==> src/rtl/jtag_pkg.sv <==
// jtag_pkg: TAP state encoding, instruction opcodes, IR capture pattern and the TAP next-state function
package jtag_pkg;
  typedef enum logic [3:0] {
    EX2_DR   = 4'h0,
    EX1_DR   = 4'h1,
    SHIFT_DR = 4'h2,
    PAUSE_DR = 4'h3,
    SEL_IR   = 4'h4,
    UPD_DR   = 4'h5,
    CAP_DR   = 4'h6,
    SEL_DR   = 4'h7,
    EX2_IR   = 4'h8,
    EX1_IR   = 4'h9,
    SHIFT_IR = 4'hA,
    PAUSE_IR = 4'hB,
    RTI      = 4'hC,
    UPD_IR   = 4'hD,
    CAP_IR   = 4'hE,
    TLR      = 4'hF
  } tap_state_e;
  localparam logic [3:0] OP_IDCODE = 4'h1;
  localparam logic [3:0] OP_USER   = 4'h2;
  localparam logic [3:0] OP_BYPASS = 4'hF;
  localparam logic [1:0] IR_CAPTURE = 2'b01;
  function automatic tap_state_e tap_next(input tap_state_e s, input logic tms);
    case (s)
      TLR:      return tms ? TLR    : RTI;
      RTI:      return tms ? SEL_DR : RTI;
      SEL_DR:   return tms ? SEL_IR : CAP_DR;
      CAP_DR:   return tms ? EX1_DR : SHIFT_DR;
      SHIFT_DR: return tms ? EX1_DR : SHIFT_DR;
      EX1_DR:   return tms ? UPD_DR : PAUSE_DR;
      PAUSE_DR: return tms ? EX2_DR : PAUSE_DR;
      EX2_DR:   return tms ? UPD_DR : SHIFT_DR;
      UPD_DR:   return tms ? SEL_DR : RTI;
      SEL_IR:   return tms ? TLR    : CAP_IR;
      CAP_IR:   return tms ? EX1_IR : SHIFT_IR;
      SHIFT_IR: return tms ? EX1_IR : SHIFT_IR;
      EX1_IR:   return tms ? UPD_IR : PAUSE_IR;
      PAUSE_IR: return tms ? EX2_IR : PAUSE_IR;
      EX2_IR:   return tms ? UPD_IR : SHIFT_IR;
      UPD_IR:   return tms ? SEL_DR : RTI;
      default:  return TLR;
    endcase
  endfunction
endpackage

==> src/rtl/jtag_sync_edge.sv <==
// jtag_sync_edge: 2-flop synchronizer for a bundle of pins; rise/fall pulses are taken from bit 0
module jtag_sync_edge #(
  parameter int W = 1
) (
  input  logic         clk,
  input  logic         reset,
  input  logic [W-1:0] d,
  output logic [W-1:0] q,
  output logic         rise,
  output logic         fall
);
  logic [W-1:0] meta;
  logic         prev;
  always_ff @(posedge clk) begin
    if (reset) begin
      meta <= '0;
      q    <= '0;
      prev <= 1'b0;
    end else begin
      meta <= d;
      q    <= meta;
      prev <= q[0];
    end
  end
  assign rise = q[0] & ~prev;
  assign fall = ~q[0] & prev;
endmodule

==> src/rtl/jtag_tap.sv <==
// jtag_tap: oversampled IEEE 1149.1 TAP with USER and BYPASS data registers.
// Define JTAG_TAP_IDCODE_EN to include the IDCODE register (opcode 4'h1, selected after TLR/reset).
module jtag_tap
  import jtag_pkg::*;
#(
  parameter int          IR_WIDTH   = 4,
  parameter int          USER_WIDTH = 8,
  parameter logic [31:0] IDCODE     = 32'h1000_0001
) (
  input  logic                  clk,
  input  logic                  reset,
  input  logic                  tck,
  input  logic                  tms,
  input  logic                  tdi,
  output logic                  tdo,
  output logic                  rtck,
  input  logic [USER_WIDTH-1:0] i_pins,
  output logic [USER_WIDTH-1:0] o_pins,
  output logic [3:0]            state
);
  if (IR_WIDTH < 2 || !IDCODE[0]) begin : g_bad_cfg
    $error("jtag_tap: IR_WIDTH must be >= 2 and IDCODE[0] must be 1");
  end
  logic [2:0]            pins_s;
  logic                  tck_s, tms_s, tdi_s, rise, fall;
  tap_state_e            cur, nxt;
  logic [IR_WIDTH-1:0]   ir, ir_sr;
  logic [USER_WIDTH-1:0] user_sr;
  logic                  bypass_sr, sel_idcode, sel_user, sel_bypass, idcode_lsb, dr_lsb;
  jtag_sync_edge #(.W(3)) u_sync (
    .clk  (clk),
    .reset(reset),
    .d    ({tdi, tms, tck}),
    .q    (pins_s),
    .rise (rise),
    .fall (fall)
  );
  assign {tdi_s, tms_s, tck_s} = pins_s;
  assign rtck  = tck_s;
  assign state = cur;
`ifdef JTAG_TAP_IDCODE_EN
  localparam logic [IR_WIDTH-1:0] IR_RESET = IR_WIDTH'(OP_IDCODE);
  logic [31:0] idcode_sr;
  assign sel_idcode = ir == IR_WIDTH'(OP_IDCODE);
  assign idcode_lsb = idcode_sr[0];
  always_ff @(posedge clk) begin
    if (reset) idcode_sr <= '0;
    else if (rise && sel_idcode && cur == CAP_DR) idcode_sr <= IDCODE;
    else if (rise && sel_idcode && cur == SHIFT_DR) idcode_sr <= {tdi_s, idcode_sr[31:1]};
  end
`else
  localparam logic [IR_WIDTH-1:0] IR_RESET = IR_WIDTH'(OP_BYPASS);
  assign sel_idcode = 1'b0;
  assign idcode_lsb = 1'b0;
`endif
  assign sel_user   = ir == IR_WIDTH'(OP_USER);
  assign sel_bypass = ~sel_idcode & ~sel_user;
  assign dr_lsb     = sel_idcode ? idcode_lsb : sel_user ? user_sr[0] : bypass_sr;
  always_comb nxt = tap_next(cur, tms_s);
  // All TAP actions belong to the state being left on a rising tck
  always_ff @(posedge clk) begin
    if (reset) begin
      cur       <= TLR;
      ir        <= IR_RESET;
      ir_sr     <= '0;
      user_sr   <= '0;
      bypass_sr <= 1'b0;
      o_pins    <= '0;
      tdo       <= 1'b0;
    end else if (rise) begin
      cur <= nxt;
      if (nxt == TLR) ir <= IR_RESET;
      else if (cur == UPD_IR) ir <= ir_sr;
      if (cur == CAP_IR) ir_sr <= IR_WIDTH'(IR_CAPTURE);
      else if (cur == SHIFT_IR) ir_sr <= {tdi_s, ir_sr[IR_WIDTH-1:1]};
      if (sel_user && cur == CAP_DR) user_sr <= i_pins;
      else if (sel_user && cur == SHIFT_DR) user_sr <= {tdi_s, user_sr[USER_WIDTH-1:1]};
      if (sel_bypass && cur == CAP_DR) bypass_sr <= 1'b0;
      else if (sel_bypass && cur == SHIFT_DR) bypass_sr <= tdi_s;
      if (sel_user && cur == UPD_DR) o_pins <= user_sr;
    end else if (fall) begin
      tdo <= cur == SHIFT_IR ? ir_sr[0] : cur == SHIFT_DR ? dr_lsb : 1'b0;
    end
  end
endmodule
==> config.mk <==
export PLATFORM = sky130hd
export DESIGN_NAME = jtag_tap
export DESIGN_NICKNAME = d
export VERILOG_FILES = /design/src/rtl/jtag_pkg.sv /design/src/rtl/jtag_sync_edge.sv /design/src/rtl/jtag_tap.sv
export SDC_FILE = /design/constraint.sdc
export NUM_CORES = 1
export LEC_CHECK = 0
export CORE_MARGIN = 3
export CORE_UTILIZATION = 25
export DETAILED_ROUTE_END_ITERATION = 16
export PLACE_DENSITY = 0.47
export SLEW_MARGIN = 10
export SYNTH_ARGS = -nofsm -noshare
export SYNTH_HDL_FRONTEND = slang
export SYNTH_SLANG_ARGS = --single-unit
==> constraint.sdc <==
create_clock -name clk -period 3.8 [get_ports clk]
set_input_delay 0.38 -clock clk [delete_from_list [all_inputs] [get_ports clk]]
set_output_delay 0.38 -clock clk [all_outputs]
set_load 0.02 [all_outputs]
==> results.sh <==
export IMPL_synth_seq_cells=37
export IMPL_vdd_drop_max_mv=0.1603
export IMPL_fin_crit_ns=1.986
export IMPL_detail_route_antenna_nets=0
export IMPL_clkPwrFrac_pct=43.7
export IMPL_setup_violations=0
export IMPL_hp_class="flip-flop to flip-flop"
export IMPL_postSynthCellCount=169
export IMPL_grt_start_max_net_pins=18
export IMPL_netlist_area_um2=1541
export IMPL_p_int_w=0.0006368
export IMPL_wl_met2_um=1539
export IMPL_clock_fmax_ghz=0.5036
export IMPL_cts_hold_buf=0
export IMPL_dieArea_um2=7144
export IMPL_drt_wl_total_um=3578
export IMPL_cp_max_fo=14
export IMPL_maxUsedRoutingLayer="met4"
export IMPL_path_cells="clkdlybuf4s50_1"
export IMPL_gp_congestion=0.7783
export IMPL_yosysWarnings=0
export IMPL_ys_seq_area_share_pct=48.05
export IMPL_r2r_end="o_pins[2]"
export IMPL_ctsResizeCount=0
export IMPL_worstSetupPathType="flip-flop to output pin"
export IMPL_p_comb_share_pct=6.4
export IMPL_clock_path_buffers=2
export IMPL_maxCapViolations=0
export IMPL_drt_pass1_iter_count=4
export IMPL_slew_headroom_pct=48.44
export IMPL_clkSinkCount=37
export IMPL_num_vias=1272
export IMPL_synth_area_per_cell_um2=9.121
export IMPL_holdPathStages=1
export IMPL_cts_buffers_inserted=5
export IMPL_grt_pass1_wl_um=6037
export IMPL_antenna_cells=0
export IMPL_via_per_inst=4.764
export IMPL_clk_pin_slew_ns=0.07
export IMPL_seq_power_share_pct=49.8
export IMPL_rsz0062_at_grt="no"
export IMPL_finalSetupTns_ns=0
export IMPL_drc_errors=0
export IMPL_arrival_ns=1.61
export IMPL_synthTopCellsByArea="dfxtp_1, mux2i_1, nor2b_1"
export IMPL_dieHeight_um=84.53
export IMPL_endpoint_kind="output pin"
export IMPL_antenna_found_initial=0
export IMPL_r2r_start="ir[2]"
export IMPL_hold_start="u_sync.meta[0]"
export IMPL_numPortBuffers=26
export IMPL_synth_top_area_share_pct=48.05
export IMPL_grt_pass1_vias=1246
export IMPL_worst_r2r_setup_slack_ns=1.89
export IMPL_switchingPower_w=0.0001765
export IMPL_critPathRequiredTime_ns=3.42
export IMPL_crit_slowest_cell="clkdlybuf4s50_1"
export IMPL_critPathBufInv=1
export IMPL_report_final_slew_viol_count=0
export IMPL_grt_total_usage_pct=10.64
export IMPL_hpwl_um=2396
export IMPL_switching_share_pct=21.70
export IMPL_area_growth_syn_to_layout_pct=28.25
export IMPL_status="complete, no violations"
export IMPL_hold_path_endpoint="u_sync.q[0]"
export IMPL_drt_iter0_markers=42
export IMPL_skew_ns=0.004771
export IMPL_finish_utilization_pct=34.42
export IMPL_syn_nets=182
export IMPL_core_area_um2=5743
export IMPL_htree_levels=2
export IMPL_wl_met1_um=1825
export IMPL_initial_core_util_pct=26.84
export IMPL_leakage_nw=0.8059
export IMPL_io_pins=27
export IMPL_synth_edf_count=0
export IMPL_globalRouteOverflowTotal=0
export IMPL_hold_viol_final=0
export IMPL_nets=207
export IMPL_rows=27
export IMPL_tightest_slew_ns=0.7634
export IMPL_post_cts_buffers=0
export IMPL_clockRootBuffer="clkbuf_8"
export IMPL_drive_gt1_share_pct=7.692
export IMPL_max_stage_delay_ns=0.70
export IMPL_cts_tree="yes"
export IMPL_reg2reg_depth=4
export IMPL_die_w_um=84.53
export IMPL_period_share_pct=52.25
export IMPL_wl_met3_um=162
export IMPL_clk_latency_ns=0.29
export IMPL_synth_cell_types=38
export IMPL_synth_area_leader_cell="dfxtp_1"
export IMPL_critPathLaunchType="flip-flop"
export IMPL_wl_per_cell_um=13.40
export IMPL_fillers=608
export IMPL_synth_top_flop_cell="dfxtp_1"
export IMPL_power_density_nw_per_um2=411.4
export IMPL_crit_family="buffers and inverters"
export IMPL_async_reset_ff_share_pct=0
-- cell families (layout without fill, tap and decap cells) --
logic type | after synthesis | count (layout) | share of synthesized area, %
AO/OA/AOI/OAI | 37 | 37 | 14.53
flip-flops | 37 | 37 | 48.05
buffers and inverters | 10 | 36 | 2.760
AND/OR/NAND/NOR | 72 | 72 | 26.22
multiplexers | 13 | 13 | 8.441
-- power by group through the flow --
| stage | Sequential (W) | Clock (W) | Combinational, W |
|---|---|---|---|
| finish | 0.000405 | 0.000356 | 0.0000523 |
| global route | 0.000407 | 0.000382 | 0.0000572 |
| CTS | 0.000405 | 0.000365 | 0.0000528 |
| detailed placement | 0.000414 | 0 | 0.0000526 |
| global placement | 0.000414 | 0 | 0.0000534 |
| floorplan | 0.000411 | 0 | 0.0000295 |
-- cell usage after synthesis, drive strengths merged (3+ instances only) --
library cell,instances
nor3,4
nor2b,11
nand3b,3
o21ai,12
o21bai,4
nand3,5
clkbuf,7
nand2,17
mux2i,13
a21oi,11
dfxtp,37
nor2,16
-- routing by layer --
layer	track usage, %	vias up
met2	16.30	32
li1	-	650
met4	4.748	0
met5	0	-
met1	13.79	585
met3	3.140	5
-- layout make-up --
| class | instances | area [µm²] | area share (%) |
|---|---|---|---|
| clock buffer | 7 | 86.33 | 4.367 |
| clock inverter | 1 | 30.03 | 1.519 |
| multi-input combinational | 122 | 758.2 | 38.35 |
| timing repair buffer | 27 | 267.8 | 13.54 |
| inverter | 1 | 3.754 | 0.1899 |
| tap | 72 | 90.09 | 4.557 |
| sequential | 37 | 740.7 | 37.47 |
-- sequential cells by signal (all words and copies together) (netlist names), 3 cells and up --
| name | cells |
|---|---|
| o_pins | 8 |
| user_sr | 8 |
| ir | 4 |
| ir_sr | 4 |
| state | 4 |
| u_sync.meta | 3 |
| u_sync.q | 3 |
-- cells in the final DEF (no fill, tap or decap), types with 2 or more instances in the layout --
cell type | synthesis | final
nand2_1 | 17 | 17
clkdlybuf4s50_1 | 0 | 26
nand2b_1 | 2 | 2
mux2i_1 | 13 | 13
o211ai_1 | 2 | 2
nand3_1 | 5 | 5
nor2b_1 | 11 | 11
o21bai_1 | 4 | 4
nor3_1 | 4 | 4
o221ai_1 | 2 | 2
o21ai_1 | 6 | 6
nand3b_1 | 3 | 3
o22ai_1 | 2 | 2
a21oi_1 | 11 | 11
nor2_1 | 16 | 16
o21ai_0 | 6 | 6
dfxtp_1 | 37 | 37
clkbuf_8 | 0 | 6
-- worst max path at each step --
| stage | to | slack, ns | cells past startpoint | from |
|---|---|---|---|---|
| after CTS | state[0] | 1.81 | 1 | state[0] |
| after detailed placement | user_sr[2] | 1.71 | 4 | reset |
| after global placement | user_sr[5] | 1.65 | 4 | reset |
| final | state[0] | 1.81 | 1 | state[0] |
| after floorplan | ir[0] | 2.14 | 5 | state[0] |
| after global routing | o_pins[2] | 1.64 | 4 | ir[2] |
-- metrics by stage --
stage	worst slack, ns	cell area, µm²	power (W)	hold slack (ns)	instances
global placement	1.648	1861	0.0004676	0.4188	259
detailed placement	1.708	1861	0.0004666	0.4231	259
finish	1.814	1977	0.0008133	0.4389	267
floorplan	2.142	1541	0.0004403	0.4138	169
CTS	1.808	1977	0.0008226	0.4406	267
global route	1.645	1977	0.0008463	0.4723	267
Note: power is estimated with default switching activity, not from simulation.
